File: config.mk
export PLATFORM = sky130hd
export DESIGN_NAME = sequence_generator
export DESIGN_NICKNAME = d
export VERILOG_FILES = /design/src/rtl/sequence_generator.sv
export SDC_FILE = /design/constraint.sdc
export NUM_CORES = 1
export LEC_CHECK = 0
export CAP_MARGIN = 20
export CORE_MARGIN = 2
export CORE_UTILIZATION = 57
export DETAILED_ROUTE_END_ITERATION = 12
export HOLD_SLACK_MARGIN = 0.15
export PLACE_DENSITY = 0.84
export SETUP_SLACK_MARGIN = 0.4
export SLEW_MARGIN = 0
export SYNTH_ARGS = -nofsm -noshare
export SYNTH_HDL_FRONTEND = slang
export SYNTH_SLANG_ARGS = --single-unit
File: constraint.sdc
create_clock -name clk -period 3.7 [get_ports clk]
set_input_delay 0.555 -clock clk [delete_from_list [all_inputs] [get_ports clk]]
set_output_delay 0.555 -clock clk [all_outputs]
set_load 0.01 [all_outputs]
File: src/rtl/sequence_generator.sv
// ----------------------------------------------------------------------------
// sequence_generator
//
// Serial pattern transmitter. Emits a fixed PAT_LEN-bit PATTERN, MSB first,
// one bit per clk. The pattern is repeated rep_count times (0 counts as 1),
// optionally separated by gap_cycles idle cycles. Used to drive the serial
// input of the on-chip sequence detector for stimulus and loopback self-test.
//
// Optional feature (macro SEQ_GEN_ERR_INJECT_EN):
//   adds input inject_err; when high in a cycle whose next output is a
//   pattern bit, that one bit is transmitted inverted. Sequencing of state,
//   bit_idx and the repeat counter is not affected.
//
// Ports:
//   clk         in   1      clock, rising edge
//   reset       in   1      asynchronous, active-low reset
//   start       in   1      start request, sampled only in IDLE
//   abort       in   1      synchronous cancel of the current transfer
//   rep_count   in   CNT_W  number of repeats (0 treated as 1), latched at start
//   gap_cycles  in   GAP_W  idle cycles between repeats, latched at start
//   inject_err  in   1      (SEQ_GEN_ERR_INJECT_EN only) invert next pattern bit
//   out         out  1      serial data bit, registered
//   out_valid   out  1      out carries a pattern bit this cycle
//   busy        out  1      transfer in progress (SHIFT or GAP)
//   done        out  1      one-cycle pulse after the last bit of the last repeat
//   state       out  3      FSM state for debug (IDLE=0, SHIFT=1, GAP=2, DONE=3)
//   bit_idx     out  5      index of the bit currently on out
// ----------------------------------------------------------------------------
module sequence_generator #(
    parameter int                  PAT_LEN = 6,
    parameter logic [PAT_LEN-1:0]  PATTERN = 6'b101011,
    parameter int                  CNT_W   = 8,
    parameter int                  GAP_W   = 4
) (
    input  logic             clk,
    input  logic             reset,
    input  logic             start,
    input  logic             abort,
    input  logic [CNT_W-1:0] rep_count,
    input  logic [GAP_W-1:0] gap_cycles,
`ifdef SEQ_GEN_ERR_INJECT_EN
    input  logic             inject_err,
`endif
    output logic             out,
    output logic             out_valid,
    output logic             busy,
    output logic             done,
    output logic [2:0]       state,
    output logic [4:0]       bit_idx
);

    typedef enum logic [2:0] {
        ST_IDLE  = 3'b000,
        ST_SHIFT = 3'b001,
        ST_GAP   = 3'b010,
        ST_DONE  = 3'b011
    } state_e;

    localparam logic [4:0] MSB_IDX = 5'(PAT_LEN - 1);

    state_e             state_q, state_d;
    logic [CNT_W-1:0]   rep_q, rep_d;        // repeats still to transmit
    logic [GAP_W-1:0]   gap_len_q, gap_len_d; // latched gap length
    logic [GAP_W-1:0]   gap_cnt_q, gap_cnt_d; // gap cycles remaining after this one
    logic [4:0]         bit_idx_q, bit_idx_d;
    logic               out_q, out_d;
    logic               out_valid_q, out_valid_d;
    logic               busy_q, busy_d;
    logic               done_q, done_d;

    logic               emit;      // next cycle carries a pattern bit
    logic               flip;      // invert the next pattern bit
    logic [CNT_W-1:0]   rep_left;  // repeats left once the current one completes
    logic [PAT_LEN-1:0] pat_shift;

`ifdef SEQ_GEN_ERR_INJECT_EN
    assign flip = inject_err;
`else
    assign flip = 1'b0;
`endif

    // NOTE: every signal assigned in this block gets a default first, so no
    // path through the case statement can leave one unassigned (no latches).
    always_comb begin
        state_d     = state_q;
        rep_d       = rep_q;
        gap_len_d   = gap_len_q;
        gap_cnt_d   = gap_cnt_q;
        bit_idx_d   = 5'd0;
        emit        = 1'b0;
        rep_left    = rep_q - CNT_W'(1);

        unique case (state_q)
            ST_IDLE: begin
                // abort wins over start; on its own abort is a no-op here
                if (start && !abort) begin
                    rep_d     = (rep_count == '0) ? CNT_W'(1) : rep_count;
                    gap_len_d = gap_cycles;
                    state_d   = ST_SHIFT;
                    bit_idx_d = MSB_IDX;
                    emit      = 1'b1;
                end
            end

            ST_SHIFT: begin
                if (abort) begin
                    state_d = ST_IDLE;
                    rep_d   = '0;
                end else if (bit_idx_q != 5'd0) begin
                    bit_idx_d = bit_idx_q - 5'd1;
                    emit      = 1'b1;
                end else begin
                    // last bit of this repeat is on out now
                    rep_d = rep_left;
                    if (rep_left == '0) begin
                        state_d = ST_DONE;
                    end else if (gap_len_q == '0) begin
                        bit_idx_d = MSB_IDX;  // back-to-back, no bubble
                        emit      = 1'b1;
                    end else begin
                        state_d   = ST_GAP;
                        gap_cnt_d = gap_len_q - GAP_W'(1);
                    end
                end
            end

            ST_GAP: begin
                if (abort) begin
                    state_d = ST_IDLE;
                    rep_d   = '0;
                end else if (gap_cnt_q == '0) begin
                    state_d   = ST_SHIFT;
                    bit_idx_d = MSB_IDX;
                    emit      = 1'b1;
                end else begin
                    gap_cnt_d = gap_cnt_q - GAP_W'(1);
                end
            end

            ST_DONE: begin
                state_d = ST_IDLE;
            end

            default: begin
                // unreachable encodings recover to IDLE
                state_d = ST_IDLE;
                rep_d   = '0;
            end
        endcase

        // Outputs are derived from the next state so they can be registered
        // alongside it, keeping inputs off any combinational output path.
        pat_shift   = PATTERN >> bit_idx_d;
        out_valid_d = emit;
        out_d       = emit & (pat_shift[0] ^ flip);
        busy_d      = (state_d == ST_SHIFT) || (state_d == ST_GAP);
        done_d      = (state_d == ST_DONE);
    end

    // NOTE: sequential state uses non-blocking assignments so every register
    // samples the values from before the edge, independent of statement order.
    always_ff @(posedge clk or negedge reset) begin
        if (!reset) begin
            state_q     <= ST_IDLE;
            rep_q       <= '0;
            gap_len_q   <= '0;
            gap_cnt_q   <= '0;
            bit_idx_q   <= 5'd0;
            out_q       <= 1'b0;
            out_valid_q <= 1'b0;
            busy_q      <= 1'b0;
            done_q      <= 1'b0;
        end else begin
            state_q     <= state_d;
            rep_q       <= rep_d;
            gap_len_q   <= gap_len_d;
            gap_cnt_q   <= gap_cnt_d;
            bit_idx_q   <= bit_idx_d;
            out_q       <= out_d;
            out_valid_q <= out_valid_d;
            busy_q      <= busy_d;
            done_q      <= done_d;
        end
    end

    assign out       = out_q;
    assign out_valid = out_valid_q;
    assign busy      = busy_q;
    assign done      = done_q;
    assign state     = state_q;
    assign bit_idx   = bit_idx_q;

endmodule

After elaboration in Yosys (flattened, before gate mapping)
Cells that the tools add are included.
{ "totals": {"reg_bits": 28, "in_bits": 16, "out_inout_bits": 12, "wordCells": 81} }
{ "classes": {"add_sub_neg": 4, "eq_ne": 15, "n_shift": 1, "mux": 37, "bitwise_logic": 2, "n_reduce_logical": 13} }
{ "op_table": {"columns": ["operator", "n"], "rows": [
  ["2-to-1 mux 8 bit", 5],
  ["2-to-1 mux 3 bit", 12],
  ["case mux 8 bit (4 select lines)", 1],
  ["2-to-1 mux 4 bit", 6],
  ["zero test 8 bit", 2],
  ["inequality test 2 bit (second input constant)", 8],
  ["case mux 5 bit (3 select lines)", 1],
  ["equality test 3 x 2 -> 1 bit (second input constant)", 4],
  ["2-to-1 mux 5 bit", 2],
  ["case mux 3 bit (3 select lines)", 1],
  ["zero test 4 bit", 2],
  ["case mux 4 bit (2 select lines)", 1],
  ["subtractor 4 x 1 -> 4 bit (second input constant)", 2],
  ["subtractor 8 x 1 -> 8 bit (second input constant)", 1],
  ["2-to-1 mux 1 bit", 7],
  ["AND reduction 7 bit", 1],
  ["equality test 3 x 1 -> 1 bit (second input constant)", 2],
  [">> shifter 6 x 5 -> 1 bit (first input constant)", 1],
  ["nonzero test 5 bit", 1],
  ["subtractor 5 x 1 -> 5 bit (second input constant)", 1],
  ["AND reduction 4 bit", 1],
  ["zero test 3 bit", 1],
  ["inequality test 3 bit (second input constant)", 1],
  ["case mux 1 bit (3 select lines)", 1],
  ["7 further kinds", 7]
]} }

Logic depth before layout (Yosys ltp)
Gate-level depths: netlist of run 1.
{ "logic_depth": {"ltp_word": 8, "ltp_mapped": 9, "ltp_nobuf": 8} }

Least setup slack after synthesis of run 1
OpenSTA, ideal clock, no wires.
{ "synth_path": {"path_type": "reg-to-reg", "startpoint": "register bit_idx_q[0] (netlist: bit_idx[0])", "endpoint": "register gap_cnt_q[0]", "setup_ns": 0.125, "arrival_ns": 2.065, "t_required_ns": 3.575, "slack_ns": 1.510, "stages_incl_launch_ff": 8, "n_path_buf": 0, "period_less_slack_ns": 2.190, "cell_sequence": "dfrtp_1 > inv_1 > ha_1 > or4b_4 > o21ai_4 > nand3_4 > a31oi_4 > mux2_2"} }
{ "synth_via": {"elab_chain_len": 3} }
{ "synth_rtl": {"columns": ["item", "line", "text"], "rows": [
  ["from (decl)", "65", "logic [4:0] bit_idx_q, bit_idx_d;"],
  ["from (signal assigned)", "178", "bit_idx_q <= bit_idx_d;"],
  ["nonzero test 5 bit", "109", "end else if (bit_idx_q != 5'd0) begin"],
  ["inequality test 2 bit (no source line)", null, null],
  ["AND reduction 7 bit (no source line)", null, null],
  ["to (signal assigned)", "177", "gap_cnt_q <= gap_cnt_d;"],
  ["to (decl)", "64", "logic [GAP_W-1:0] gap_cnt_q, gap_cnt_d;"]
]} }
Every way passes these cells.
A chain may end at the register's enable or synchronous reset.

Worst setup path in the final report of run 1
{ "layout_path": {"startpoint": "register state_q[1] (netlist: state[1])", "endpoint": "register gap_cnt_q[3]"} }
{ "layout_via": {"elab_chain_len": 3, "elab_cells_between_ends": 11, "classes_between": "8 x eq/ne; 1 x mux; 2 x reduce/logical"} }
{ "layout_rtl": {"columns": ["item", "line", "text"], "rows": [
  ["from (decl)", "61", "state_e state_q, state_d;"],
  ["from (signal assigned)", "174", "state_q <= state_d;"],
  ["equality test 3 x 2 -> 1 bit or equality test 3 x 1 -> 1 bit (tied branches)", "93", "unique case (state_q)"],
  ["inequality test 2 bit (no source line) or nonzero test 2 bit (tied branches)", null, null],
  ["AND reduction 7 bit (no source line)", null, null]
]} }
Parallel ways exist; a longest one is shown, timed or not.

==> results.cfg, run 1 <==
[outcome]
status = finished, final reports clean

[sta]
fmax_mhz = 404.6
worst_slew_pin_slew_ps = 714.8
fin_hold_ws_ps = 550.0
relSlewSlack_pct = 51.90
period_share_pct = 66.79
clock_skew_ps = 6.072
setup_tns_ps = 0
slew_violations = 0
fin_crit_ps = 2471
setup_viol = 0
rsz0062_at_grt = false
hold_viol = 0

[clock_tree]
cts_tree = built
clk_path_buf_depth = 2
cts_hold_buf = 0
clock-sinks = 28
clkTransAtPathRegs_ps = 160
cts_buffers = 3
post_cts.repair.setup_buffers = 0
insertion_delay_ps = 350
h-tree-depth = 1
cts_root_buf = clkbuf_4
cts_resized = 0

[synthesis]
async_flop_share_pct = 100.0
syn_nets = 196
yosysWarnings = 0
synth_compound_area_share_pct = 21.69
synth-edff-count = 0
muxShareOfSynthArea_pct = 5.512
synth_top_flop_cell = dfrtp_1
synth_xor_area_share_pct = 1.002
synth-seq-area-share_pct = 40.09
syn_avg_cell_area_sq_um = 9.931
synth_area_sq_mm = 0.001748
ys_ff_latch = 28
yosys.area_share.simple_pct = 23.84
synth_top_family_by_area = simple AND/OR/NAND/NOR gates
postSynthCellCount = 176
synth_fa_ha_area_share_pct = 2.863
synth.distinct_cells = 53

[die]
die_area_sq_mm = 0.003525
pin_count = 28
fp.coreArea_sq_mm = 0.002978
die_y_microns = 59.38
start_util_pct = 58.70
die_w_microns = 59.38
rows = 20

[place]
dp_hpwl_microns = 2887
port-buffer-count = 27
place.gp.congestion = 0.9184

[global_route]
grt_usage_pct = 24.56
grt_pass1_wl_microns = 6492
grt_pass1_vias = 1361
grt_overflow_total = 0
grt_max_degree = 29
antenna_found_initial = 0

[critical_path]
crit_arrival_ps = 2720
worstSetupStartpointType = flop
ff2ff_path_depth = 6
crit_fanout = 10
end_kind = flop
crit_required_ps = 3950
crit_type = flop to flop

[cells_and_area]
n_antenna_cell = 0
final_common_cell = dfrtp_1
final_cell_mix = dfrtp_1 (28), clkdlybuf4s50_1 (27), a21oi_1 (17)
drive_above_1_share_pct = 15.84
fillers = 239
area_growth_pct = 18.83
nets = 223
final_util_pct = 69.75

[power_and_ir_drop]
powerDensity_mw_per_mm2 = 411.8
ir_drop_mv = 0.2562
leakagePower_nw = 0.8469
p_total_mw = 0.8552

[drt]
wirelength_microns = 3778
num_vias = 1484
drc = 0
first_iter_violations = 68
vias_per_cell = 6.315
drtPass1Iterations = 4
wl_per_cell_microns = 16.08
ant_nets = 0

[min_path]
timing.hold.worst.class = flop to flop
whs_path_depth = 1

[job]
drv_cap = 0
## worst paths after layout
| kind | from | to | slack [ps] |
|---|---|---|---|
| max in group asynchronous | reset | rep_q[2] | 2880 |
| hold reg to reg | gap_len_q[0] | gap_len_q[0] | 550 |
| setup / recovery | state[1] | gap_cnt_q[3] | 1230 |
| setup reg to reg | state[1] | gap_cnt_q[3] | 1230 |
| hold / removal | gap_len_q[0] | gap_len_q[0] | 550 |
| min in group asynchronous | reset | gap_cnt_q[2] | 560 |
## cells by family (layout without fill, tap and decap cells)
kind of cell               Yosys count  after routing
AOI/OAI and AO/OA                   54             54
xor gates and xnor gates             2              2
adders and majority gates            4              4
buffers and inverters               16             42
DFF                                 28             28
muxes                                9              9
other                                1              1
and+or+nand+nor                     62             62
## sequential cells by signal, summed over array words and instances, names as in the netlist
name	flops
gap_len_q	4
out	1
busy	1
bit_idx	5
state	3
done	1
rep_q	8
out_valid	1
gap_cnt_q	4
## worst max-delay path, cell delays in order, from the launching register on
cell	delay, ps
dfrtp_1	580
nor3b_2	610
mux2i_1	380
nand3_1	190
or3b_1	370
a31oi_1	190
a21oi_1	60
## per-stage QoR
step           std cells  instance area [sq um]  setup slack, ps
2_1_floorplan        176                   1748             1510
3_3_place_gp         231                   2024             1257
3_5_place_dp         231                   2024             1189
4_1_cts              235                   2077             1241
5_1_grt              235                   2077             1032
6_report             235                   2077             1229
## report_power, final
part / switching (mW) / total (mW) / leakage [nW] / internal [mW]
Combinational: 0.122 / 0.239 / 0.459 / 0.116
Clock: 0.0978 / 0.208 / 0.0279 / 0.110
Sequential: 0.0569 / 0.409 / 0.360 / 0.352
## metal layers
| metal | vias to the layer above | part of all wire (%) | global-route usage [%] |
|---|---|---|---|
| met5 | - | 0 | 0 |
| met4 | 0 | 1.3 | 9.740 |
| met3 | 5 | 3.0 | 2.838 |
| met2 | 29 | 53 | 41.92 |
| met1 | 742 | 43 | 31.60 |
| li1 | 708 | - | - |
## cell type report
| cell class | count | area (sq um) | area share, % |
|---|---|---|---|
| Clock buffer | 3 | 22.52 | 1.084 |
| Multi-Input combinational cell | 132 | 963.4 | 46.39 |
| Timing Repair Buffer | 29 | 285.3 | 13.73 |
| Sequential cell | 28 | 700.7 | 33.73 |
| Inverter | 9 | 33.78 | 1.627 |
| Clock inverter | 1 | 30.03 | 1.446 |
| Tap cell | 33 | 41.29 | 1.988 |
## cells in the mapped netlist (2+ instances only)
master    number  area (sq um)
nor3_1         4         20.02
ha_1           4         50.05
inv_1          9         33.78
or2b_2         2         17.52
a311oi_1       2         17.52
or2_2          3         18.77
nor4b_4        2         47.55
o21ai_1        2         10.01
o21ai_0       16         80.08
nand2_1        7         26.28
or3_1          2         12.51
a32oi_1        3         26.28
a21oi_1       17         85.08
nand3_1        5         25.02
a211oi_1       2         15.01
buf_6          3         33.78
mux2_2         5         56.30
dfrtp_1       28         700.7
mux2i_1        4         40.04
nor2_1        16         60.06
clkbuf_1       3         11.26
nor4_1         6         37.54
Power figures use the tool's default switching activity.
==> run 2: changes to the inputs <==
--- a/config.mk
+++ b/config.mk
@@ -7,10 +7,10 @@
 export LEC_CHECK = 0
 export CAP_MARGIN = 20
 export CORE_MARGIN = 2
-export CORE_UTILIZATION = 57
+export CORE_UTILIZATION = 48
 export DETAILED_ROUTE_END_ITERATION = 12
 export HOLD_SLACK_MARGIN = 0.15
-export PLACE_DENSITY = 0.84
+export PLACE_DENSITY = 0.76
 export SETUP_SLACK_MARGIN = 0.4
 export SLEW_MARGIN = 0
 export SYNTH_ARGS = -nofsm -noshare
==> constraint.sdc (replaced) <==
create_clock -name clk -period 2 [get_ports clk]
set_input_delay 0.3 -clock clk [delete_from_list [all_inputs] [get_ports clk]]
set_output_delay 0.3 -clock clk [all_outputs]
set_load 0.01 [all_outputs]
==> results.cfg, run 2 (synthesized netlist as in run 1, its figures left out) <==
[outcome]
status = finished with violations
violations = setup timing

[power_and_ir_drop]
p_sw_mw = 0.6437
switching_share_pct = 36.84
p_total_mw = 1.748
internal-power_mw = 1.104
combPwrFrac_pct = 42.8
ir_drop_mv = 0.3431
clkPwrFrac_pct = 13.5
pwr-share-seq_pct = 43.6
powerDensity_mw_per_mm2 = 649.0
leakagePower_nw = 1.162

[clock_tree]
cts_root_buf = clkbuf_4
h-tree-depth = 1
insertion_delay_ps = 330
cts_buffers = 3
clk_path_buf_depth = 2
cts_tree = built
clkTransAtPathRegs_ps = 150
cts_hold_buf = 0
clock-sinks = 28

[global_route]
grt_pass1_wl_microns = 8321
grt_overflow_total = 0
antenna_found_initial = 0
grt_usage_pct = 26.02
grt_pass1_vias = 1850
grt_max_degree = 29

[sta]
slew_violations = 0
rsz0062_at_grt = true
hold_viol = 0
clock_skew_ps = 11.53
fmax_mhz = 470.6
fin_crit_ps = 2125
period_share_pct = 106.2
setup_ws_ps = -124.8
setup_viol = 7

[job]
drv_cap = 0

[cells_and_area]
top_register = rep_q
final_util_pct = 78.83
regArea_sq_um = 701.9
area_growth_pct = 54.04
multiInputGateArea_sq_mm = 0.001210
drive_above_1_share_pct = 46.77
fillers = 206
nets = 270
largest_reg_flops = 8
final_cell_mix = buf_4 (39), dfrtp_1 (27), clkdlybuf4s50_1 (19)
layout.cells.non_filler = 294
final_common_cell = buf_4
n_antenna_cell = 0

[drt]
wirelength_microns = 5726
num_vias = 1773
vias_per_cell = 6.031
first_iter_violations = 85
drc = 0
ant_nets = 0
wl_per_cell_microns = 19.48
drtPass1Iterations = 4

[critical_path]
crit_type = flop to flop
crit_required_ps = 2260
crit_path_max_incr_delay_ps = 430
critical_path.cell_chain = inv_2 > ha_4 > buf_4 > nor4b_4 > nand3_1 > a21oi_2 > buf_4 > a31oi_4 > a31o_1 > a211oi_2
end_kind = flop
crit_fanout = 4
slowest_stage = dfrtp_1
worstSetupStartpointType = flop
crit_arrival_ps = 2390
crit_top_cell = buf_4

[place]
port-buffer-count = 27
place.gp.congestion = 0.9084
dp_hpwl_microns = 3304
post-place-cells = 277

[die]
fp.coreArea_sq_mm = 0.003416
die_w_microns = 64.35
die_area_sq_mm = 0.004140
rows = 21
start_util_pct = 51.17
die_y_microns = 64.35
pin_count = 28

[min_path]
timing.hold.worst.class = input pin to asynchronous set/reset pin
-- run 2: cell type report --
type,count,area share (%)
multi-input cells,132,44.93
well taps,46,2.138
repair buffers,76,24.77
flip-flops and latches,28,26.07
inverters,9,1.255
clock buffers,3,0.8364
-- run 2: final timing paths --
check                      cells past startpoint         start  slack, ps      endpoint
max reg2reg                                   10    bit_idx[0]       -120  gap_cnt_q[2]
min reg2reg                                    1  gap_len_q[1]        580  gap_len_q[1]
max                                           10    bit_idx[0]       -120  gap_cnt_q[2]
min in group clk                               1  gap_len_q[1]        580  gap_len_q[1]
max in group asynchronous                      2         reset       1370      rep_q[3]
min                                            2         reset        320  gap_cnt_q[0]
-- run 2: per-layer routing --
metal	up-vias	share of wire [%]	global-route usage, %
met3	40	5.0	2.817
met4	0	6.1	12.50
met2	91	52	48.70
met5	-	0	0
met1	845	37	29.07
li1	797	-	-
-- run 2: metrics by stage --
step	area (sq um)	TNS [ps]	hold WS, ps	setup WS (ps)
CTS	2600	-98.56	340.8	-48.70
global placement	2306	-76.17	526.1	-21.65
detailed placement	2306	-681.1	540.5	-83.54
finish	2693	-425.1	323.3	-124.8
floorplan	1767	-343.9	4.409	-122.8
global route	2693	-1121	332.1	-194.8
-- run 2: power groups by stage --
stage / Combinational (mW) / Clock, mW / Sequential (mW)
final: 0.748 / 0.237 / 0.763
after global routing: 0.797 / 0.274 / 0.768
after CTS: 0.658 / 0.235 / 0.746
after detailed placement: 0.551 / 0 / 0.754
after global placement: 0.525 / 0 / 0.745
after floorplan: 0.332 / 0 / 0.737
-- run 2: what timing repair did --
item	4_1_cts	5_1_grt
pin swaps	16	5
buffers inserted	13	0
cloned	1	0
resized for setup	64	23
setup endpoints to repair	28	29
-- run 2: worst max-delay path, delay by kind of cell, from the launching register on --
kind            cells  cell delay, ps
compound gates      4             700
fa+ha+maj           1             140
buf+inv             3             390
flops               1             430
simple gates        2             410
==> run 3: changes to the inputs <==
--- a/config.mk
+++ b/config.mk
@@ -6,7 +6,7 @@
 export NUM_CORES = 1
 export LEC_CHECK = 0
 export CAP_MARGIN = 20
-export CORE_MARGIN = 2
+export CORE_MARGIN = 4
 export CORE_UTILIZATION = 48
 export DETAILED_ROUTE_END_ITERATION = 12
 export HOLD_SLACK_MARGIN = 0.15
==> results.cfg, run 3 (synthesized netlist as in run 1, its figures left out) <==
[outcome]
status = finished with violations
violations = setup timing

[clock_tree]
insertion_delay_ps = 330
h-tree-depth = 1
clock-sinks = 28
cts_tree = built
clkTransAtPathRegs_ps = 140
cts_buffers = 3
cts_root_buf = clkbuf_4
cts_hold_buf = 0
clk_path_buf_depth = 2

[global_route]
grt_pass1_wl_microns = 7824
grt_overflow_total = 0
grt_max_degree = 29
grt_pass1_vias = 1743
antenna_found_initial = 0
grt_usage_pct = 22.20

[critical_path]
crit_arrival_ps = 2320
crit_buf_inv = 1
crit_type = flop to flop
crit_fanout = 4
worstSetupStartpointType = flop
critical_path.cell_chain = inv_2 > ha_4 > or4b_4 > o21ai_4 > nand3_4 > a31oi_4 > mux2_4
slowest_stage = or4b_4
crit_required_ps = 2230
reg2reg_slack_ps = -90
cp_top_family = simple AND/OR/NAND/NOR gates
crit_path_max_incr_delay_ps = 500
end_kind = flop

[sta]
setup_ws_ps = -86.87
fin_crit_ps = 2087
period_share_pct = 104.3
rsz0062_at_grt = true
fmax_mhz = 479.2
clock_skew_ps = 1.946
hold_viol = 0
slew_violations = 0
setup_viol = 6
setup_tns_ps = -250.2

[job]
drv_cap = 0

[place]
place.gp.congestion = 0.9090
post-place-cells = 278
dp_hpwl_microns = 3376
port-buffer-count = 27

[die]
fp.coreArea_sq_mm = 0.003416
pin_count = 28
die_area_sq_mm = 0.004671
rows = 21
start_util_pct = 51.17
die_w_microns = 68.35
die_y_microns = 68.35

[drt]
drc = 0
first_iter_violations = 119
ant_nets = 0
wirelength_microns = 5188
drtPass1Iterations = 4
num_vias = 1770
wl_per_cell_microns = 17.59
vias_per_cell = 6.000

[cells_and_area]
area_growth_pct = 52.11
nets = 271
layout.cells.non_filler = 295
final_cell_mix = buf_4 (36), dfrtp_1 (27), clkdlybuf4s50_1 (19)
final_common_cell = buf_4
largest_reg_flops = 8
top_register = rep_q
n_antenna_cell = 0
drive_above_1_share_pct = 44.18

[power_and_ir_drop]
ir_drop_mv = 0.3470
leakagePower_nw = 1.160
p_total_mw = 1.693
powerDensity_mw_per_mm2 = 636.7

[min_path]
timing.hold.worst.class = input pin to asynchronous set/reset pin
run 3: cell count changes in the layout (fill, tap and decap cells not counted), sizes merged:
cell	previous run	this run
dlymetal6s2s	1	0
dlygate4sd2	5	7
clkbuf	3	4
clkdlybuf4s15	1	0
run 3: path summary, 6_finish.rpt:
check | start | to | cells after the start
worst max register to register | bit_idx[0] | gap_cnt_q[0] | 7
worst min register to register | gap_cnt_q[0] | gap_cnt_q[0] | 1
max in group asynchronous | reset | state[0] | 2
worst max-delay path | bit_idx[0] | gap_cnt_q[0] | 7
min in group clk | gap_cycles[3] | gap_len_q[3] | 2
worst min-delay path | reset | gap_cnt_q[3] | 2
run 3: metrics by stage:
stage	setup WS [ps]	util, %	hold WS, ps	area [sq um]
floorplan	-122.8	-	4.409	1767
global placement	-54.45	67.73	529.0	2313
detailed placement	-117.0	67.73	545.3	2313
CTS	-89.40	74.03	346.4	2529
global route	-143.0	77.84	354.4	2659
finish	-86.87	77.84	334.0	2659
run 3: report_power, final:
part	switching, mW	internal [mW]	leakage [nW]
sequential	0.111	0.652	0.359
clock	0.165	0.0709	0.0138
combinational	0.330	0.365	0.787
total	0.606	1.09	1.16
run 3: repair_timing:
| action | 4_1_cts | 5_1_grt |
|---|---|---|
| cloned | 0 | 1 |
| pin swaps | 10 | 13 |
| buffers inserted | 9 | 4 |
| endpoints found under the setup margin | 29 | 27 |
| gates resized for setup | 45 | 26 |
run 3: final cells by class:
cell class,count,area (sq um)
timing repair buffer,77,678.2
tap,46,57.56
clock buffer,3,22.52
multi-input combinational,132,1165
inverter,9,33.78
sequential,28,701.9
fill,219,757.0
run 3: worst reg2reg max path, stage by stage (launching register included):
cell     delay, ps
dfrtp_1        420
inv_2           80
ha_4           130
or4b_4         500
o21ai_4        180
nand3_4        100
a31oi_4        260
mux2_4         330
run 3: per-layer routing:
layer	up-vias	track usage [%]	part of all wire, %
met5	-	0	0
met4	0	8.189	2.2
met3	17	2.956	5.5
met2	81	41.52	53
met1	868	25.39	39
li1	804	-	-
